File: src/rtl/word_byte_serializer.sv
// word_byte_serializer: holds a 32-bit word and steps a 4:1 byte selector through its lanes
module word_byte_serializer #(
   parameter bit MSB_FIRST = 1'b0
) (
   input  logic        clk,
   input  logic        rst_n,
   input  logic [31:0] word_in,
   input  logic        word_valid,
   output logic        word_ready,
   output logic [31:0] word_o,
   output logic [1:0]  sel_o,
   output logic        byte_valid,
   input  logic        byte_ready,
   output logic        byte_last,
   output logic        busy
);
   typedef enum logic {IDLE, SEND} state_t;
   state_t      state_q, state_d;
   logic [31:0] word_q, word_d;
   logic [1:0]  cnt_q, cnt_d;
   logic        beat, accept;
   assign byte_valid = state_q == SEND;
   assign busy       = byte_valid;
   assign byte_last  = byte_valid && cnt_q == 2'd3;
   assign beat       = byte_valid && byte_ready;
   assign word_ready = rst_n && (state_q == IDLE || (beat && cnt_q == 2'd3));
   assign accept     = word_valid && word_ready;
   assign word_o     = word_q;
   assign sel_o      = MSB_FIRST ? 2'd3 - cnt_q : cnt_q;
   // next state: load on accept, advance beat index on each byte beat, drop to IDLE after the last lane
   always_comb begin
      state_d = state_q;
      word_d  = word_q;
      cnt_d   = cnt_q;
      if (accept) begin
         word_d  = word_in;
         cnt_d   = 2'd0;
         state_d = SEND;
      end else if (beat) begin
         cnt_d   = cnt_q == 2'd3 ? 2'd0 : cnt_q + 2'd1;
         state_d = cnt_q == 2'd3 ? IDLE : SEND;
      end
   end
   // state registers, cleared immediately on reset so a partial word is discarded
   always_ff @(posedge clk or negedge rst_n) begin
      if (!rst_n) begin
         state_q <= IDLE;
         word_q  <= 32'd0;
         cnt_q   <= 2'd0;
      end else begin
         state_q <= state_d;
         word_q  <= word_d;
         cnt_q   <= cnt_d;
      end
   end
endmodule

File: config.mk
export PLATFORM = sky130hd
export DESIGN_NAME = word_byte_serializer
export DESIGN_NICKNAME = d
export VERILOG_FILES = /design/src/rtl/word_byte_serializer.sv
export SDC_FILE = /design/constraint.sdc
export NUM_CORES = 1
export LEC_CHECK = 0
export CAP_MARGIN = 20
export CORE_MARGIN = 2
export CORE_UTILIZATION = 38
export DETAILED_ROUTE_END_ITERATION = 7
export HOLD_SLACK_MARGIN = 0.15
export PLACE_DENSITY = 0.79
export RECOVER_POWER = 50
export SETUP_SLACK_MARGIN = 0.15
export SYNTH_ARGS = -nofsm -noshare
export SYNTH_HDL_FRONTEND = slang
export SYNTH_SLANG_ARGS = --single-unit
File: constraint.sdc
create_clock -name clk -period 1.86 [get_ports clk]
set_input_delay 0.186 -clock clk [delete_from_list [all_inputs] [get_ports clk]]
set_output_delay 0.186 -clock clk [all_outputs]
set_load 0.03 [all_outputs]
==> results of run 1 <==
==> placed cells by master (no fill, tap or decap) <==
master	n
and2_1	2
mux2i_1	1
clkdlybuf4s50_1	68
a21oi_1	2
nor2_1	2
dlygate4sd2_1	3
dfrtp_2	2
buf_4	2
mux2_2	30
buf_12	1
clkbuf_1	2
dfrtp_1	33
mux2_1	2
nand2_1	5
clkbuf_4	6
nand3_1	1
clkbuf_2	1
nand2_2	1
dlygate4sd3_1	1
clkbuf_8	2
ha_4	1
==> cells in the mapped netlist <==
master	instances	area share [%]
buf_4	1	0.55
and2_1	2	0.91
mux2_2	30	25
a21oi_1	1	0.37
mux2i_1	1	0.73
dfrtp_1	35	64
nand2_1	6	1.6
a21oi_4	1	1.2
mux2_1	2	1.6
ha_1	1	0.91
nand3_1	1	0.37
buf_6	3	2.5
nor2_1	2	0.55
==> stage by stage <==
step	hold slack, ns	power, W
global placement	0.250	0.00360
floorplan	-0.110	0.00266
global route	0.443	0.00431
detailed placement	0.262	0.00366
CTS	0.417	0.00413
finish	0.454	0.00408
==> final timing paths <==
check                                  end       start  slack [ns]  cells past startpoint
worst min register to register   word_o[6]   word_o[6]        0.49                      1
worst max register to register  word_o[27]    sel_o[0]        0.24                      5
worst max-delay path            word_o[27]    sel_o[0]        0.24                      5
worst min-delay path                  busy  word_valid        0.45                      3
max in group asynchronous         sel_o[0]       rst_n        0.55                      4
min in group asynchronous             busy       rst_n        0.73                      4
==> power by group <==
part | switching (W) | internal, W | total (W)
clock network | 0.000227 | 0.000222 | 0.000449
registers | 0.000214 | 0.00114 | 0.00136
logic | 0.00120 | 0.00108 | 0.00227
==> sequential cells by signal, summed over array words and instances (netlist names) <==
name,count
sel_o,2
word_o,32
busy,1
==> logic make-up after synthesis <==
family	Yosys count	synth area share, %
adder cells (fa/ha/maj)	1	0.914
flip-flops	35	64.0
AND/OR/NAND/NOR	11	3.47
AO/OA/AOI/OAI	2	1.55
multiplexers	33	27.1
buffers and inverters	4	3.02
==> worst max-delay path: cells and delay by family, from the launching register on <==
| family | cells | cell delay, ns |
|---|---|---|
| buffers and inverters | 1 | 0.25 |
| muxes | 1 | 0.37 |
| and+or+nand+nor | 1 | 0.07 |
| AOI/OAI and AO/OA | 1 | 0.26 |
| adders and majority gates | 1 | 0.15 |
| DFF | 1 | 0.41 |
==> cell type report <==
class                      count  share of cell area [%]
sequential                    35                    39.4
multi-input combinational     47                    20.4
clock buffer                   8                    3.09
tap                           46                    2.58
timing repair buffer          78                    34.5
==> what timing repair did <==
item | CTS | global route
resized for setup | 5 | 3
buffers inserted | 1 | 0
hold endpoints to repair | 36 | 0
hold buffers | 2 | 0
setup endpoints to repair | 4 | 2
==> routing by layer <==
| metal | GRT usage, % | vias to the layer above | share of wire [%] |
|---|---|---|---|
| li1 | - | 458 | - |
| met1 | 18.4 | 455 | 38 |
| met2 | 24.6 | 50 | 50 |
| met3 | 8.27 | 5 | 11 |
| met4 | 5.71 | 0 | 1.3 |
| met5 | 0 | - | 0 |
==> impl_metrics.json, run 1 <==
{
  "dieArea_um2": 4100,
  "utilization_pct": 65.7,
  "grtUsageTotal_pct": 15.8,
  "tritoncts": "built",
  "synthCells": 86,
  "ir_drop_mv": 0.756,
  "drc": 0,
  "clk_latency_ns": 0.32,
  "dr_total_vias": 968,
  "overflow": 0,
  "avgRoutedWirePerCell_um": 13.6,
  "seqCellArea_um2": 878,
  "drive_above_1_share_pct": 27.4,
  "cts_sinks": 35,
  "crit_chain": "ha_4 > nand2_1 > a21oi_1 > buf_12 > mux2_2",
  "yosysUniqueCellTypes": 13,
  "yosysSeqAreaShare_pct": 64.0,
  "boundaryPins": 74,
  "portBuffers": 73,
  "synth_seq_cells": 35,
  "yosys_warnings": 0,
  "dp_hpwl_um": 2110,
  "first_iter_violations": 24,
  "synth_area_um2": 1370,
  "dr.pass1.iters": 2,
  "final_cells": 214,
  "antenna_found_initial": 0,
  "worst_setup_path_start_kind": "flop",
  "p_per_area_nw_per_um2": 1830,
  "min_period_ns": 1.62,
  "grt_pass1_wl_um": 4770,
  "stdcell_area_um2": 2230,
  "drt_wl_total_um": 2900,
  "avgViaCountPerCell": 4.52,
  "max_slew.worst_pin.slew_ns": 0.836,
  "cts.path.max_buffers": 2,
  "gp_congestion": 0.691,
  "die_w_um": 64.0,
  "path_class": "flop to flop",
  "dpl.cell_count": 203,
  "clkTransAtPathRegs_ns": 0.10,
  "outcome": "completed",
  "tns_ns": 0,
  "relSlewSlack_pct": 44.3,
  "rsz0062_at_grt": "no",
  "n_antenna_cell": 0,
  "grt_max_degree": 36,
  "setup_viol": 0,
  "skew_ns": 0.00745,
  "die_h_um": 64.0,
  "power_leakage_nw": 0.934,
  "cp_max_fo": 34,
  "htreeDepth": 2,
  "drv_cap": 0,
  "detail-route-antenna-nets": 0,
  "required_ns": 2.08,
  "hold_path.class": "primary input to flop",
  "syn2layout_area_growth_pct": 62.8,
  "syn-num-nets": 123,
  "core_um2": 3390,
  "fin_nets": 204,
  "finalMaxSlewViolations": 0,
  "fillCellCount": 258,
  "cts_root_buf": "clkbuf_4",
  "start_util_pct": 40.4,
  "finalWorstSetupSlack_ns": 0.240,
  "arrival_ns": 1.84,
  "end_kind": "flop",
  "post-place-ws_ns": 0.126,
  "rows": 21,
  "final.period_utilization_pct": 87.1,
  "multi_input_area_um2": 455,
  "postPlaceCellArea_um2": 2140,
  "cp_slowest_cell": "dfrtp_2",
  "grt_pass1_vias": 968,
  "hold_violations": 0,
  "max_stage_delay_ns": 0.41,
  "max_freq_mhz": 617,
  "synth.avg_cell_area_um2": 15.9,
  "numCtsBuffers": 5
}
Note: power is estimated with default switching activity, not from simulation.
==> inputs of run 2 (changes only) <==
--- a/config.mk
+++ b/config.mk
@@ -16,3 +16,4 @@
 export SYNTH_ARGS = -nofsm -noshare
 export SYNTH_HDL_FRONTEND = slang
 export SYNTH_SLANG_ARGS = --single-unit
+export TNS_END_PERCENT = 50
==> impl_metrics.json, run 2 (synthesis gave the netlist of run 1 again) <==
{
  "outcome": "completed",
  "required_ns": 1.67,
  "crit_start": "sel_o[0]",
  "grt_pass1_vias": 968,
  "cp_slowest_cell": "dfrtp_2",
  "drive_above_1_share_pct": 27.4,
  "dp_hpwl_um": 2110,
  "dr.pass1.iters": 2,
  "setup_viol": 0,
  "sw_frac_of_total_pct": 40.6,
  "cts_sinks": 35,
  "rr_worst_depth": 5,
  "start_util_pct": 40.4,
  "cp_max_fo": 3,
  "r2r_slack_ns": 0.22,
  "portBuffers": 73,
  "grt_max_degree": 36,
  "tns_ns": 0,
  "fillCellCount": 259,
  "relSlewSlack_pct": 44.3,
  "hold_end": "busy",
  "p_seq_share_pct": 33.5,
  "max_slew.worst_pin.slew_ns": 0.836,
  "max_stage_delay_ns": 0.43,
  "die_h_um": 64.0,
  "hold_path.class": "primary input to flop",
  "multi_input_area_um2": 445,
  "p_per_area_nw_per_um2": 1820,
  "layout_commonest_cell": "clkdlybuf4s50_1",
  "skew_ns": 0.0105,
  "finalWorstSetupSlack_ns": 0.209,
  "avgRoutedWirePerCell_um": 13.7,
  "clkTransAtPathRegs_ns": 0.10,
  "fin_nets": 204,
  "grt_pass1_wl_um": 4770,
  "avgViaCountPerCell": 4.53,
  "gp_congestion": 0.691,
  "postPlaceCellArea_um2": 2140,
  "antenna_found_initial": 0,
  "cts_root_buf": "clkbuf_4",
  "dr_total_vias": 969,
  "power_leakage_nw": 0.936,
  "combPwrFrac_pct": 55.2,
  "finalMaxSlewViolations": 0,
  "n_antenna_cell": 0,
  "hold_violations": 0,
  "dieArea_um2": 4100,
  "reg2reg_to": "word_o[17]",
  "final_cell_mix": "clkdlybuf4s50_1 (58), dfrtp_1 (33), mux2_2 (30)",
  "largest_register_ffs": 32,
  "rows": 21,
  "grtUsageTotal_pct": 15.8,
  "crit_chain": "ha_2 > and2_1 > dlygate4sd2_1",
  "p_clk_share_pct": 11.3,
  "die_w_um": 64.0,
  "stdcell_area_um2": 2210,
  "final.period_utilization_pct": 88.8,
  "path_class": "flop to output pin",
  "ir_drop_mv": 0.736,
  "first_iter_violations": 29,
  "p_int_w": 0.00239,
  "cts.path.max_buffers": 2,
  "min_period_ns": 1.65,
  "post-place-ws_ns": 0.126,
  "tritoncts": "built",
  "arrival_ns": 1.46,
  "clk_latency_ns": 0.33,
  "worst_setup_path_start_kind": "flop",
  "htreeDepth": 2,
  "drv_cap": 0,
  "numCtsBuffers": 5,
  "overflow": 0,
  "hold_depth": 3,
  "crit_family": "flip-flops",
  "seqCellArea_um2": 878,
  "drc": 0,
  "rsz0062_at_grt": "yes",
  "end_kind": "output pin",
  "cp_num_buf_inv": 1,
  "boundaryPins": 74,
  "rr_startpoint": "sel_o[0]",
  "syn2layout_area_growth_pct": 61.3,
  "drt_wl_total_um": 2940,
  "core_um2": 3390,
  "hold_start": "word_valid",
  "netSwitchingPower_w": 0.00163,
  "detail-route-antenna-nets": 0,
  "max_freq_mhz": 606
}
[run 2: changes by cell type in the layout (fill, tap and decap cells not counted), sizes merged]
cell           delta
dlygate4sd2       -2
clkbuf            +2
dlygate4sd3      +10
clkdlybuf4s50    -10
[run 2: metal layers]
metal | wire length [um] | part of all wire (%) | vias to the layer above | track usage [%]
met2 | 1480 | 50 | 50 | 24.6
li1 | - | - | 458 | -
met1 | 1110 | 38 | 457 | 18.4
met3 | 312 | 11 | 4 | 8.27
met5 | 0 | 0 | - | 0
met4 | 39 | 1.3 | 0 | 5.71
[run 2: layout make-up]
type	instances	area share (%)
clock buffers	8	3.12
multi-input cells	47	20.2
flip-flops and latches	35	39.8
well taps	46	2.61
repair buffers	78	34.3
[run 2: worst reg2reg max path, stage by stage, from the launching register on]
cell     delay [ns]
dfrtp_2        0.40
ha_2           0.20
nand2_2        0.06
a21oi_1        0.25
buf_12         0.25
mux2_2         0.36
[run 2: power groups by stage]
stage / Sequential [W] / Clock (W) / Combinational, W
floorplan: 0.00212 / 0 / 0.000539
global placement: 0.00135 / 0 / 0.00225
detailed placement: 0.00138 / 0 / 0.00229
CTS: 0.00136 / 0.000473 / 0.00231
global route: 0.00140 / 0.000518 / 0.00233
finish: 0.00135 / 0.000452 / 0.00222
[run 2: worst max-delay path by stage]
| stage | endpoint | depth (start not counted) |
|---|---|---|
| floorplan | word_o[0] | 5 |
| global placement | word_o[28] | 5 |
| global route | word_ready | 5 |
| CTS | busy | 1 |
| detailed placement | word_o[27] | 5 |
| finish | byte_last | 3 |
[run 2: timing repair]
item,CTS,global route
pin swaps,0,0
hold buffers,2,0
hold endpoints to repair,36,0
buffers inserted,1,0
gates resized for setup,3,2
endpoints found under the setup margin,4,4
[run 2: per-stage QoR]
step           total power [W]  util, %  cells  hold WS (ns)
6_report               0.00402     65.2    214         0.448
5_1_grt                0.00425     65.2    214         0.442
4_1_cts                0.00415     66.3    214         0.417
3_5_place_dp           0.00366     63.1    203         0.262
3_3_place_gp           0.00360     63.1    203         0.250
2_1_floorplan          0.00266        -     86        -0.110
